**src/rtl/sram_responder_pkg.sv**
```systemverilog
// Shared definitions for the SRAM responder: data widths, the reserved token and FSM state codes.
// No logic here apart from the request-acceptance helper.
// Imported by sram_responder and its testbench.
package sram_responder_pkg;

  localparam int MEM_ADDR_W  = 16;
  localparam int MEM_VALUE_W = 16;
  localparam int TOKEN_W     = 32;
  localparam int RAM_ADDR_W  = MEM_ADDR_W + 2;

  typedef logic [MEM_ADDR_W-1:0]  mem_addr_t;
  typedef logic [MEM_VALUE_W-1:0] mem_value_t;
  typedef logic [TOKEN_W-1:0]     token_t;

  // Reset value of ram_mem_act. A request carrying this token is never served.
  localparam token_t RESERVED_TOKEN = 32'hFFFF_FFFF;

  localparam logic [2:0] ST_IDLE      = 3'd0;
  localparam logic [2:0] ST_RD_SETUP  = 3'd1;
  localparam logic [2:0] ST_RD_SAMPLE = 3'd2;
  localparam logic [2:0] ST_WR_SETUP  = 3'd3;
  localparam logic [2:0] ST_WR_PULSE  = 3'd4;
  localparam logic [2:0] ST_WR_HOLD   = 3'd5;

  // A token equal to the last completed one means the controller has not moved on yet.
  function automatic logic req_accept(input logic   need,
                                      input token_t act,
                                      input token_t last_act,
                                      input logic   rd,
                                      input logic   wr);
    return need && (act != last_act) && (act != RESERVED_TOKEN) && (rd || wr);
  endfunction

endpackage

```
**src/rtl/sram_responder.sv**
```systemverilog
// Single-port async SRAM responder: serves one read or write per request token, all pins registered.
// Latency: read 3 edges / write 4 edges from acceptance (4 / 5 with RAM_WAIT_STATE_EN defined).
// Backpressure: requests are only accepted in IDLE; the controller holds them until ram_mem_act echoes the token.
module sram_responder
  import sram_responder_pkg::*;
#(
  parameter logic [1:0] BANK_SEL = 2'b00
) (
  input  logic                  clk,
  input  logic                  rst,
  input  logic                  need_to_work,
  input  logic [TOKEN_W-1:0]    mem_act,
  input  logic                  mem_rd,
  input  logic                  mem_wr,
  input  logic [MEM_ADDR_W-1:0] addr,
  input  logic [MEM_VALUE_W-1:0] wr_data,
  output logic [TOKEN_W-1:0]    ram_mem_act,
  output logic [MEM_VALUE_W-1:0] ram_feedback,
  output logic [RAM_ADDR_W-1:0] ram_addr,
  output logic [MEM_VALUE_W-1:0] ram_data_out,
  input  logic [MEM_VALUE_W-1:0] ram_data_in,
  output logic                  ram_data_oe,
  output logic                  ram_en_n,
  output logic                  ram_oe_n,
  output logic                  ram_we_n
);

  logic [2:0] state;
  token_t     tok_q;
`ifdef RAM_WAIT_STATE_EN
  logic       wait_q;
`endif

  // Every pin is a flop; the latched address and write data live directly in ram_addr / ram_data_out.
  always_ff @(posedge clk or negedge rst) begin
    if (!rst) begin
      state        <= ST_IDLE;
      tok_q        <= RESERVED_TOKEN;
      ram_mem_act  <= RESERVED_TOKEN;
      ram_feedback <= '0;
      ram_addr     <= '0;
      ram_data_out <= '0;
      ram_data_oe  <= 1'b0;
      ram_en_n     <= 1'b1;
      ram_oe_n     <= 1'b1;
      ram_we_n     <= 1'b1;
`ifdef RAM_WAIT_STATE_EN
      wait_q       <= 1'b0;
`endif
    end else begin
      case (state)
        ST_IDLE: begin
          if (req_accept(need_to_work, mem_act, ram_mem_act, mem_rd, mem_wr)) begin
            tok_q    <= mem_act;
            ram_addr <= {BANK_SEL, addr};
            ram_en_n <= 1'b0;
            if (mem_wr) begin
              state        <= ST_WR_SETUP;
              ram_data_out <= wr_data;
              ram_data_oe  <= 1'b1;
              ram_we_n     <= 1'b1;
            end else begin
              state    <= ST_RD_SETUP;
              ram_oe_n <= 1'b0;
            end
          end
        end

        ST_RD_SETUP: state <= ST_RD_SAMPLE;

        ST_RD_SAMPLE: begin
`ifdef RAM_WAIT_STATE_EN
          if (!wait_q) begin
            wait_q <= 1'b1;
          end else begin
            wait_q       <= 1'b0;
            ram_feedback <= ram_data_in;
            ram_mem_act  <= tok_q;
            ram_en_n     <= 1'b1;
            ram_oe_n     <= 1'b1;
            state        <= ST_IDLE;
          end
`else
          ram_feedback <= ram_data_in;
          ram_mem_act  <= tok_q;
          ram_en_n     <= 1'b1;
          ram_oe_n     <= 1'b1;
          state        <= ST_IDLE;
`endif
        end

        ST_WR_SETUP: begin
          ram_we_n <= 1'b0;
          state    <= ST_WR_PULSE;
        end

        ST_WR_PULSE: begin
`ifdef RAM_WAIT_STATE_EN
          if (!wait_q) begin
            wait_q <= 1'b1;
          end else begin
            wait_q   <= 1'b0;
            ram_we_n <= 1'b1;
            state    <= ST_WR_HOLD;
          end
`else
          ram_we_n <= 1'b1;
          state    <= ST_WR_HOLD;
`endif
        end

        // Data and address stay driven one cycle past the we_n rising edge for hold time.
        ST_WR_HOLD: begin
          ram_feedback <= ram_data_out;
          ram_mem_act  <= tok_q;
          ram_data_oe  <= 1'b0;
          ram_en_n     <= 1'b1;
          state        <= ST_IDLE;
        end

        default: begin
          state       <= ST_IDLE;
          ram_data_oe <= 1'b0;
          ram_en_n    <= 1'b1;
          ram_oe_n    <= 1'b1;
          ram_we_n    <= 1'b1;
        end
      endcase
    end
  end

endmodule

```
**config.mk**
```make
export PLATFORM = sky130hd
export DESIGN_NAME = sram_responder
export DESIGN_NICKNAME = d
export VERILOG_FILES = /design/src/rtl/sram_responder_pkg.sv /design/src/rtl/sram_responder.sv
export SDC_FILE = /design/constraint.sdc
export NUM_CORES = 1
export LEC_CHECK = 0
export CAP_MARGIN = 0
export CORE_MARGIN = 4
export CORE_UTILIZATION = 45
export DETAILED_ROUTE_END_ITERATION = 8
export PLACE_DENSITY = 0.88
export SYNTH_ARGS = -nofsm -noshare
export SYNTH_HDL_FRONTEND = slang
export SYNTH_SLANG_ARGS = --single-unit
```
**constraint.sdc**
```tcl
create_clock -name clk -period 2.8 [get_ports clk]
set_clock_uncertainty 0.1 [all_clocks]
set_input_delay 0.56 -clock clk [delete_from_list [all_inputs] [get_ports clk]]
set_output_delay 0.56 -clock clk [all_outputs]
set_load 0.03 [all_outputs]
```
After elaboration in Yosys (flattened, before gate mapping)
Cells that the tools add are included.
{"block": "classes", "bitwise": 4, "n_reduce_logical": 17, "muxes": 13, "n_eq_ne": 10}
{"operator": "32-bit != test", "n": 1}
{"operator": "32-bit != test (second input constant)", "n": 1}
{"operator": "16-bit case mux with 2 select lines", "n": 1}
{"operator": "3-bit case mux with 4 select lines", "n": 1}
{"operator": "3-bit AND reduction", "n": 4}
{"operator": "4-bit OR reduction", "n": 2}
{"operator": "3-bit by 2-bit equality test with 1-bit output (second input constant)", "n": 2}
{"operator": "3-bit equality test (second input constant)", "n": 2}
{"operator": "2-bit != test (second input constant)", "n": 3}
{"operator": "1-bit case mux with 2 select lines", "n": 3}
{"operator": "3-bit OR reduction", "n": 2}
{"operator": "1-bit 2-to-1 mux", "n": 5}
{"operator": "1-bit NOT", "n": 4}
{"operator": "2-bit AND reduction", "n": 2}
{"operator": "3-bit by 1-bit equality test with 1-bit output (second input constant)", "n": 1}
{"operator": "1-bit logical AND", "n": 3}
{"operator": "3-bit zero test", "n": 1}
{"operator": "3-bit 2-to-1 mux", "n": 1}
{"operator": "1-bit case mux with 3 select lines", "n": 1}
{"operator": "2-bit 2-to-1 mux", "n": 1}
{"operator": "2-bit nonzero test", "n": 1}
{"operator": "2-bit OR reduction", "n": 1}
{"operator": "1-bit logical OR", "n": 1}
{"block": "totals", "input_bits": 85, "out_inout_bits": 86, "elab_cells": 54, "register_bits": 119}

Depth between registers and ports, before layout
{"block": "logic_depth", "depth_word": 6, "depth_mapped": 8, "depth_no_buf": 5}

Least setup slack after synthesis
OpenSTA, ideal clock, no wires.
{"block": "synth_path", "path_type": "reg2reg", "start": "register ram_mem_act[24]", "end": "register tok_q[22]", "setup_time_ns": 0.085, "required_time_ns": 2.615, "path_buffers": 2, "synth_period_minus_slack_ns": 2.272, "arrival_time_ns": 2.088, "stages_incl_launch_ff": 8, "setup_slack_ns": 0.528, "cell_sequence": "dfstp_2 -> xor2_1 -> nor4_1 -> nand4_2 -> o21ai_2 -> buf_6 -> buf_6 -> mux2_1"}
{"block": "synth_between", "elab_chain_cells": 5}
{"element": "start, declared", "line_no": "sram_responder.sv:17", "source": "output logic [TOKEN_W-1:0] ram_mem_act,"}
{"element": "start signal, assigned", "line_no": "sram_responder.sv:85", "source": "ram_mem_act <= tok_q;"}
{"element": "start signal, assigned", "line_no": "sram_responder.sv:115", "source": "ram_mem_act <= tok_q;"}
{"element": "32-bit != test", "line_no": "sram_responder_pkg.sv:31", "source": "return need && (act != last_act) && (act != RESERVED_TOKEN) && (rd || wr);"}
{"element": "1-bit logical AND (3 in series)", "line_no": "sram_responder_pkg.sv:31"}
{"element": "2-bit AND reduction (no source line)"}
{"element": "end signal, assigned", "line_no": "sram_responder.sv:54", "source": "tok_q <= mem_act;"}
{"element": "end, declared", "line_no": "sram_responder.sv:29", "source": "token_t tok_q;"}
No other way between the ends.
A chain may end at the register's enable or synchronous reset.

Final worst setup path
{"block": "layout_path", "start": "input port mem_act[3]", "end": "register ram_addr[3]"}
{"block": "layout_between", "elab_chain_cells": 5, "elab_cells_between_ends": 6, "classes_between": "eq/ne (2); reduce/logical (4)"}
{"element": "start, declared", "line_no": "sram_responder.sv:12", "source": "input logic [TOKEN_W-1:0] mem_act,"}
{"element": "32-bit != test", "line_no": "sram_responder_pkg.sv:31"}
{"element": "1-bit logical AND", "line_no": "sram_responder_pkg.sv:31"}
{"element": "1-bit logical AND * (2 in series)", "line_no": "sram_responder_pkg.sv:31"}
{"element": "2-bit AND reduction (no source line) *"}
{"element": "end signal, assigned", "line_no": "sram_responder.sv:55", "source": "ram_addr <= {BANK_SEL, addr};"}
{"element": "end, declared", "line_no": "sram_responder.sv:19", "source": "output logic [RAM_ADDR_W-1:0] ram_addr,"}
Mark *: on every way between the ends. The rest lies on a longest branch, timed or not.

==> metrics.md <==
| Metric | Value |
|---|---|
| Outcome | `complete, no violations` |
| Mapped cell area | `5345 um^2` |
| Grt ovf | `0` |
| Clock Root Buffer | `clkbuf_16` |
| IO Count | `171` |
| Leak pwr | `3.464 nW` |
| Area grow syn2layout | `49.16%` |
| Post-synthesis sequential area ratio | `0.5728` |
| Post-CTS resize count | `0` |
| Relative slew slack | `0.4546` |
| Critical-path top delay cell | `nor4_1` |
| Initial antenna violation count | `0` |
| Final Hold Viols | `0` |
| CP Capture Type | `flop` |
| Final nets | `657` |
| Unrepaired setup endpoints after global routing | `no` |
| Post-route ant nets | `0` |
| Core footprint | `11520 um^2` |
| Critical path's largest stage delay | `490 ps` |
| Slew Limit Fails | `0` |
| DRT Wirelength | `13.95 mm` |
| Max VDD drop | `0.6947 mV` |
| Post-Synthesis Cells | `369` |
| Synth warn | `0` |
| CP Class | `in -> reg` |
| Setup crit start kind | `input port` |
| Post-CTS Setup Bufs | `0` |
| Critical path launch point | `mem_act[3]` |
| Fin crit period | `2656 ps` |
| Htree depth | `4` |
| Worst endpoint data arrival time | `2840 ps` |
| Clock Tree Buf Depth | `2` |
| First-pass GRT wire length | `21.92 mm` |
| Post-synth EDFFs | `0` |
| Gr usage total | `0.2111` |
| Critical path cell sequence | `clkdlybuf4s50_1 > xor2_1 > nor4_1 > nand4_2 > o21ai_4 > buf_12 > mux2_1` |
| Ant diodes | `0` |
| Wirelength per Cell | `19.16 um` |
| Power consumption | `10.59 mW` |
| CTS tree | `yes` |
| Critical path's top delay family | `simple AND/OR/NAND/NOR gates` |
| WP buf/inv | `2` |
| Maximum number of pins on one net before global-route repair | `59` |
| DR vias/cell | `5.173` |
| Die height | `117.0 um` |
| Finished Layout Cells | `728` |
| Least-Margin Pin Slew | `816.1 ps` |
| Hold crit path type | `in -> async` |
| Crit share post-route | `0.9487` |
| DRC | `0` |
| TritonCTS buffer count | `17` |
| Initial DRC count | `186` |
| Yosys reg bits | `119` |
| FP Rows | `39` |
| Syn avg cell area | `14.49 um^2` |
| Gp weighted congestion | `0.7721` |
| CTS clock-pin slew for the worst setup and hold paths | `60 ps` |
| Origin of the critical flop-to-flop path | `state[0]` |
| Final Setup Violations | `0` |
| Share of cells above drive strength 1 | `0.2940` |
| Critical-path maximum fanout | `23` |
| Worst endpoint required time | `2990 ps` |
| Worst-Skew Late Latency | `400 ps` |
| Die area | `13690 um^2` |
| Cell variety after synth | `39` |
| Cells after DPL | `695` |
| Chip Width | `117.0 um` |
| Port Buffer Count | `168` |
| Vias | `3766` |
| Pwr/cell area | `1329 nW/um^2` |
| Vias in the first global route | `4182` |
| Max Clk Rate | `376.5 MHz` |
| CTS sink cnt | `119` |
| Ys async rst share | `1.000` |
| Max-cap violations | `0` |
| Dpl hpwl | `10.11 mm` |
| Starting Density | `0.4641` |
| Detailed Routing Iterations Pass 1 | `4` |
| Top_reg_cell synth | `dfstp_2` |
| Post-cts hold buffer count | `0` |
-- cells in the mapped netlist (2+ instances only) --
master	instances	area [um^2]
mux2_2	4	45.04
mux2_4	28	420.4
dfrtp_1	52	1301
nor3_1	2	10.01
buf_6	7	78.83
mux2i_1	16	160.2
nor4_2	4	50.05
xor2_1	32	280.3
nand2_1	22	82.58
mux2_1	64	720.7
buf_4	6	45.04
inv_2	2	7.510
o21ai_0	12	60.06
nor4_1	6	37.54
nor2b_1	2	12.51
a21oi_1	6	30.03
dfstp_2	67	1760
o21ai_1	6	30.03
nand4_1	8	50.05
nand4_2	2	25.02
clkbuf_1	3	11.26
-- state kept, by name, summed over array words and instances (netlist names), 3 cells and up --
register	count
ram_addr	16
ram_data_out	16
ram_feedback	16
ram_mem_act	32
state	3
tok_q	32
-- placed cells by master (no fill, tap or decap), types with 3 or more instances in the layout --
cell             count
a21oi_1              6
buf_12               4
buf_4               29
clkbuf_1             5
clkbuf_16           18
clkdlybuf4s50_1    167
clkinvlp_4           3
dfrtp_1             52
dfstp_2             67
mux2_1              64
mux2_2               4
mux2_4              28
mux2i_1             16
nand2_1             22
nand4_1              8
nor4_1               6
nor4_2               4
o21ai_0             12
o21ai_1              6
xor2_1              32
-- cell families after synthesis --
family / share of synthesized area
flip-flops: 0.5728
XOR/XNOR: 0.05243
AO/OA/AOI/OAI: 0.03910
AND/OR/NAND/NOR: 0.05407
buffers and inverters: 0.02902
multiplexers: 0.2519
other: 0.0007016
-- worst paths after layout --
path / slack [ps] / to / cells past startpoint
worst max-delay path: 140 / ram_addr[3] / 7
worst min-delay path: 270 / tok_q[17] / 1
worst max register to register: 210 / ram_mem_act[1] / 5
worst min register to register: 390 / ram_feedback[5] / 2
max in group asynchronous: 1810 / tok_q[26] / 2
min in group clk: 390 / ram_feedback[5] / 2
-- layer usage --
metal,wire length [um],vias up,global-route usage
met3,1089,25,0.08123
met2,6986,147,0.3443
met5,0,-,0
li1,-,1724,-
met4,302,0,0.07722
met1,5569,1870,0.2558
-- area by class of cell --
type | instances | area [um^2]
inverters | 3 | 11.26
fillers | 779 | 3543
clock buffers | 25 | 496.7
repair buffers | 200 | 1969
flip-flops and latches | 119 | 3062
well taps | 143 | 178.9
clock inverters | 7 | 92.59
multi-input cells | 231 | 2162
-- metrics by stage --
step           hold slack (ps)  utilization  setup WS, ps  TNS (ps)  instance area (um^2)
2_1_floorplan            164.4            -         527.8         0                  5349
3_3_place_gp             360.4       0.6402        -167.8     -7840                  7372
3_5_place_dp             377.0       0.6402        -229.6    -10620                  7372
4_1_cts                  270.8       0.6913         25.59         0                  7961
5_1_grt                  308.6       0.6923         49.95         0                  7973
6_report                 267.2       0.6923         143.7         0                  7973
-- power breakdown --
group | internal [mW] | switching [mW] | total (mW)
registers | 2.97 | 0.647 | 3.62
logic | 2.29 | 2.54 | 4.83
clock network | 1.41 | 0.736 | 2.14
Note: power is estimated with default switching activity, not from simulation.
